<file path="src/rtl/mul_pkg.sv">
// Shared constants and state encoding for the iterative shift-add multiplier.
package mul_pkg;

    localparam int MUL_WIDTH  = 32;
    localparam int MUL_CNT_W  = 6;
    localparam int MUL_PROD_W = 2 * MUL_WIDTH;

    typedef enum logic [1:0] {
        IDLE    = 2'd0,
        EXECUTE = 2'd1,
        FINISH  = 2'd2
    } mul_state_t;

endpackage

</file>
<file path="src/rtl/mul_seq.sv">
// Iterative shift-add multiplier, one multiplier bit per cycle, start/done handshake.
// Optional signed operation (MULT) when MUL_SIGNED_EN is defined; default is unsigned only.
module mul_seq
    import mul_pkg::*;
#(
    parameter int WIDTH = MUL_WIDTH,
    parameter int CNT_W = MUL_CNT_W
) (
    input  logic             clk,
    input  logic             reset,
    input  logic             start,
    input  logic [WIDTH-1:0] multiplicand,
    input  logic [WIDTH-1:0] multiplier,
`ifdef MUL_SIGNED_EN
    input  logic             is_signed,
`endif
    output logic [WIDTH-1:0] product_hi,
    output logic [WIDTH-1:0] product_lo,
    output logic             busy,
    output logic             done
);

    localparam int PW = 2 * WIDTH;

    mul_state_t       state_reg;
    logic [WIDTH-1:0] acc_reg;
    logic [WIDTH-1:0] mq_reg;
    logic [WIDTH-1:0] mcand_reg;
    logic [CNT_W-1:0] count_reg;

    logic [WIDTH:0]   sum;
    logic [WIDTH-1:0] load_a;
    logic [WIDTH-1:0] load_b;
    logic [PW-1:0]    raw_product;
    logic [PW-1:0]    final_product;

    assign sum         = {1'b0, acc_reg} + (mq_reg[0] ? {1'b0, mcand_reg} : '0);
    assign raw_product = {acc_reg, mq_reg};

`ifdef MUL_SIGNED_EN
    logic neg_reg;
    logic load_neg;

    // Magnitude of the most negative value wraps to itself, which is correct read as unsigned.
    assign load_a   = (is_signed && multiplicand[WIDTH-1]) ? -multiplicand : multiplicand;
    assign load_b   = (is_signed && multiplier[WIDTH-1])   ? -multiplier   : multiplier;
    assign load_neg = is_signed & (multiplicand[WIDTH-1] ^ multiplier[WIDTH-1]);
    assign final_product = neg_reg ? -raw_product : raw_product;
`else
    assign load_a        = multiplicand;
    assign load_b        = multiplier;
    assign final_product = raw_product;
`endif

    always_ff @(posedge clk or negedge reset) begin
        if (!reset) begin
            state_reg  <= IDLE;
            acc_reg    <= '0;
            mq_reg     <= '0;
            mcand_reg  <= '0;
            count_reg  <= '0;
            product_hi <= '0;
            product_lo <= '0;
            busy       <= 1'b0;
            done       <= 1'b0;
`ifdef MUL_SIGNED_EN
            neg_reg    <= 1'b0;
`endif
        end else begin
            case (state_reg)
                IDLE: begin
                    if (start) begin
                        mcand_reg  <= load_a;
                        mq_reg     <= load_b;
                        acc_reg    <= '0;
                        count_reg  <= CNT_W'(WIDTH);
                        done       <= 1'b0;
                        product_hi <= '0;
                        product_lo <= '0;
                        busy       <= 1'b1;
                        state_reg  <= EXECUTE;
`ifdef MUL_SIGNED_EN
                        neg_reg    <= load_neg;
`endif
                    end
                end
                EXECUTE: begin
                    // {acc, mq} <= {sum, mq} >> 1: low sum bit enters the top of mq.
                    acc_reg   <= sum[WIDTH:1];
                    mq_reg    <= {sum[0], mq_reg[WIDTH-1:1]};
                    count_reg <= count_reg - CNT_W'(1);
                    if (count_reg == CNT_W'(1)) begin
                        state_reg <= FINISH;
                    end
                end
                FINISH: begin
                    product_hi <= final_product[PW-1:WIDTH];
                    product_lo <= final_product[WIDTH-1:0];
                    done       <= 1'b1;
                    busy       <= 1'b0;
                    state_reg  <= IDLE;
                end
                default: begin
                    state_reg <= IDLE;
                end
            endcase
        end
    end

endmodule

</file>
<file path="config.mk">
export PLATFORM = sky130hd
export DESIGN_NAME = mul_seq
export DESIGN_NICKNAME = d
export VERILOG_FILES = /design/src/rtl/mul_pkg.sv /design/src/rtl/mul_seq.sv
export SDC_FILE = /design/constraint.sdc
export NUM_CORES = 1
export LEC_CHECK = 0
export CAP_MARGIN = 20
export CORE_MARGIN = 2
export CORE_UTILIZATION = 64
export DETAILED_ROUTE_END_ITERATION = 16
export DONT_BUFFER_PORTS = 1
export PLACE_DENSITY = 0.87
export SLEW_MARGIN = 20
export SYNTH_ARGS = -nofsm -noshare
export SYNTH_HDL_FRONTEND = slang
export SYNTH_SLANG_ARGS = --single-unit
</file>
<file path="constraint.sdc">
create_clock -name clk -period 3.65 [get_ports clk]
set_clock_uncertainty 0.05 [all_clocks]
set_input_delay 1.095 -clock clk [delete_from_list [all_inputs] [get_ports clk]]
set_output_delay 1.095 -clock clk [all_outputs]
set_load 0.02 [all_outputs]
</file>
Word-level counts from Yosys, hierarchy flattened
Index checks and enable logic that the tools add are counted.
{ "totals": {"output_inout_bits": 66, "in_bits": 67, "regBits": 170} }
{ "classes": {"muxes": 16, "n_eq_ne": 5, "n_addsub": 2, "n_reduce_logical": 7} }
{ "ops": {"columns": ["operator", "n"], "rows": [
  ["32-bit case mux with 2 select lines", 4],
  ["32-bit 2-to-1 mux", 3],
  ["32-bit by 32-bit adder with 33-bit output", 1],
  ["6-bit case mux with 2 select lines", 1],
  ["2-bit AND reduction", 4],
  ["6-bit by 1-bit equality test with 1-bit output (second input constant)", 1],
  ["6-bit 2-to-1 mux", 1],
  ["6-bit by 1-bit subtractor with 6-bit output (second input constant)", 1],
  ["2-bit 2-to-1 mux", 2],
  ["2-bit inequality test (second input constant)", 2],
  ["1-bit case mux with 2 select lines", 2],
  ["2-bit case mux with 2 select lines", 1],
  ["2-bit nonzero test", 2],
  ["2-bit by 1-bit equality test with 1-bit output (second input constant)", 1],
  ["2-bit equality test (second input constant)", 1],
  ["2-bit logical NOT", 1],
  ["1-bit 2-to-1 mux", 2]
]} }

Logic depth before layout (Yosys ltp)
{ "depth": {"depth_word": 3, "depth_mapped": 12, "mapped_depth_nobuf": 12} }

Worst setup path before layout
OpenSTA, ideal clock, no wires.
{ "synth_timing": {"kind": "register to register", "from": "register mq_reg[0]", "to": "register acc_reg[25]", "path_buffers": 2, "stages_incl_launch_ff": 13, "slack_ns": 0.968, "setup_time_ns": 0.129, "synth_period_minus_slack_ns": 2.682, "arrival_ns": 2.502, "path_cell_list": "dfrtp_1 > clkbuf_1 > and2_1 > ha_1 > buf_4 > nand4_2 > or2_1 > o211ai_2 > o22ai_2 > o41ai_2 > a21oi_1 > xnor2_1 > o21ai_1"} }
{ "synth_between": {"elab_chain_len": 3} }
{ "synth_lines": {"columns": ["element", "line", "text"], "rows": [
  ["start, declared", "mul_seq.sv:27", "logic [WIDTH-1:0] mq_reg;"],
  ["start signal, assigned", "mul_seq.sv:74", "mq_reg <= load_b;"],
  ["start signal, assigned", "mul_seq.sv:90", "mq_reg <= {sum[0], mq_reg[WIDTH-1:1]};"],
  ["32-bit 2-to-1 mux", "mul_seq.sv:37", "assign sum = {1'b0, acc_reg} + (mq_reg[0] ? {1'b0, mcand_reg} : '0);"],
  ["32-bit by 32-bit adder with 33-bit output", "mul_seq.sv:37", null],
  ["32-bit case mux with 2 select lines", "mul_seq.sv:70", "case (state_reg)"],
  ["end signal, assigned", "mul_seq.sv:89", "acc_reg <= sum[WIDTH:1];"],
  ["end, declared", "mul_seq.sv:26", "logic [WIDTH-1:0] acc_reg;"]
]} }
Every way passes these cells.
A chain may end at the register's enable or synchronous reset.

Worst setup path after layout
Same ends and word-level chain as after synthesis.

==> flow_summary.json <==
{
  "outcome": "finished, final reports clean",
  "synth_top_flop_cell": "dfrtp_1",
  "core_um2": 13800,
  "slew_violations": 0,
  "worstSkewPairLatency_ns": 0.44,
  "die_area_um2": 15000,
  "tightestPinTransition_ns": 0.881,
  "synth_edf_count": 0,
  "drt_iter0_markers": 411,
  "drc_errors": 0,
  "path_class": "register to register",
  "cts-root-buf": "clkbuf_16",
  "final_antenna_net_count": 0,
  "worst_r2r_path_depth": 12,
  "clkPwrFrac_pct": 23.2,
  "antenna_cells": 0,
  "max_stage_delay_ns": 0.58,
  "comb_power_share_pct": 34.8,
  "start_util_pct": 65.1,
  "post-cts-setup-buffers": 0,
  "hold_ws_ns": 0.304,
  "antenna_found_initial": 0,
  "drt-vias-per-instance": 5.92,
  "switching_share_pct": 40.0,
  "gp_congestion": 0.954,
  "pwr-share-seq_pct": 42.0,
  "finalCoreUtilization_pct": 70.1,
  "p_switching_mw": 3.26,
  "synth_cells": 1039,
  "synth_top_family_by_area": "simple AND/OR/NAND/NOR gates",
  "cap_violations": 0,
  "synth_top_area_share_pct": 47.5,
  "setup_viol": 0,
  "path_delay_family": "compound AO/OA/AOI/OAI gates",
  "cts_tree": "built",
  "grt_overflow": 0,
  "hold_violations": 0,
  "place_ws_ns": 0.559,
  "synth_compound_area_share_pct": 14.5,
  "drive_above_1_share_pct": 6.59,
  "yosys.area_share.simple_pct": 26.5,
  "startpoint_type": "register",
  "cp.arrival_ns": 3.37,
  "ir_worst_vdd_mv": 0.448,
  "synth-warning-count": 0,
  "internal_power_mw": 4.88,
  "end_kind": "register",
  "max_slew_margin_pct": 41.0,
  "period_minus_slack_ns": 3.12,
  "crit_buf_inv": 1,
  "grt_pass1_vias": 7011,
  "max_clock_freq_ghz": 0.321,
  "place_hpwl_um": 13500,
  "netlist_area_um2": 8960,
  "crit_path_cell_trace": "and2_1, ha_1, inv_1, fa_1, and2b_1, o31ai_4, o211ai_2, o22ai_2, o41ai_2, a21oi_1, xnor2_1, o21ai_1",
  "ios": 133,
  "htreeDepth": 4,
  "synth-seq-area-share_pct": 47.5,
  "yosysTopAreaCell": "dfrtp_1",
  "crit_fanout": 13,
  "synth.distinct_cells": 67,
  "drt_first_pass_iters": 7,
  "p_leak_nw": 4.88,
  "area.growth.synth_to_final_pct": 7.76,
  "most-common-layout-cells": "315 x nand2_1, 169 x dfrtp_1, 75 x o21ai_0",
  "die_w_um": 122,
  "slowest_stage": "dfrtp_1",
  "worstPathRequired_ns": 3.90,
  "fin_nets": 1105,
  "hold_buffers": 0,
  "clk_pin_slew_ns": 0.07,
  "synthArstFlopShare_pct": 100,
  "synthAdderAreaFrac_pct": 4.97,
  "grt_pass1_wl_um": 33800,
  "dr_total_vias": 7078,
  "grtUsageTotal_pct": 28.5,
  "ff2ff_setup_slack_ns": 0.53,
  "cts_buffers": 17,
  "fin_ws_ns": 0.535,
  "setup_tns_ns": 0,
  "cts_resized": 0,
  "synth-seq-cells": 170,
  "die_height_um": 122,
  "synthXorXnorAreaFrac_pct": 2.15,
  "layout_commonest_cell": "nand2_1",
  "syn-num-nets": 1141,
  "grt_max_degree": 171,
  "io_buffers": 0,
  "rsz0062_at_grt": "false",
  "rr_startpoint": "mq_reg[0]",
  "synth_area_per_cell_um2": 8.63,
  "synthTopCellsByArea": "dfrtp_1 47%, nand2_1 13%, ha_1 4.7%",
  "timing.final.crit_share_pct": 85.3,
  "synthMuxAreaShare_pct": 0.558,
  "post_drt_wl_per_cell_um": 16.8,
  "hp-class": "input port to async pin",
  "cts_sinks": 170,
  "wl_um": 20100,
  "rows": 43,
  "power_density_nw_per_um2": 843,
  "ctsLongestPathBuffers": 2,
  "timing.rr.end": "acc_reg[25]"
}
-- layout make-up --
cell class	instances	area, um2
Tap cell	180	225
Inverter	12	45.0
Clock buffer	19	453
Clock inverter	13	164
Fill cell	1104	4110
Sequential cell	170	4260
Timing Repair Buffer	15	125
Multi-Input combinational cell	787	4390
-- stage by stage --
step           power, mW  instances  cell area, um2
2_1_floorplan       5.59       1039            8960
3_3_place_gp        6.12       1164            9040
3_5_place_dp        6.25       1164            9040
4_1_cts             8.15       1196            9660
5_1_grt             8.73       1196            9660
6_report            8.14       1196            9660
-- cells by family (layout without fill, tap and decap cells) --
kind of cell,after synthesis,after routing
AOI/OAI and AO/OA,210,210
xor gates and xnor gates,22,22
adders and majority gates,35,35
buffers and inverters,82,59
DFF,170,170
muxes,5,5
and+or+nand+nor,515,515
-- cells in the mapped netlist (4+ instances only) --
master    instances
a211oi_1          4
a21o_1           14
a21oi_1          67
and2_1           32
and3b_1          30
buf_1             8
clkbuf_1         52
dfrtp_1         170
ha_1             34
inv_1            12
mux2i_1           5
nand2_1         315
nand2b_1          5
nand3_1          74
nand4_1           6
nor2_1           25
nor3_1            4
nor3b_1           7
o21ai_0          75
o21bai_1          5
xnor2_1          11
xor2_1           11
-- how the worst max path moves through the flow --
stage             endpoint  cells after the start  slack (ns)      start
5_1_grt        acc_reg[25]                     12        0.33  mq_reg[0]
6_report       acc_reg[25]                     12        0.53  mq_reg[0]
4_1_cts        acc_reg[25]                     12        0.54  mq_reg[0]
3_5_place_dp   acc_reg[25]                     12        0.56  mq_reg[0]
2_1_floorplan  acc_reg[25]                     12        0.97  mq_reg[0]
3_3_place_gp   acc_reg[25]                     12        0.69  mq_reg[0]
-- routing by layer --
layer,global-route usage (%),share of wire [%],vias to the layer above
met1,37.7,44,3400
met5,0,0,-
li1,-,-,3456
met2,46.4,48,203
met4,8.05,1.1,0
met3,7.62,7.0,19
-- power by group through the flow --
| stage | clock (mW) | combinational [mW] | sequential (mW) |
|---|---|---|---|
| 2_1_floorplan | 0 | 2.37 | 3.21 |
| 3_3_place_gp | 0 | 2.70 | 3.42 |
| 3_5_place_dp | 0 | 2.81 | 3.43 |
| 4_1_cts | 1.90 | 2.83 | 3.42 |
| 5_1_grt | 1.99 | 3.22 | 3.51 |
| 6_report | 1.89 | 2.83 | 3.42 |
(Power assumes the default switching activity.)
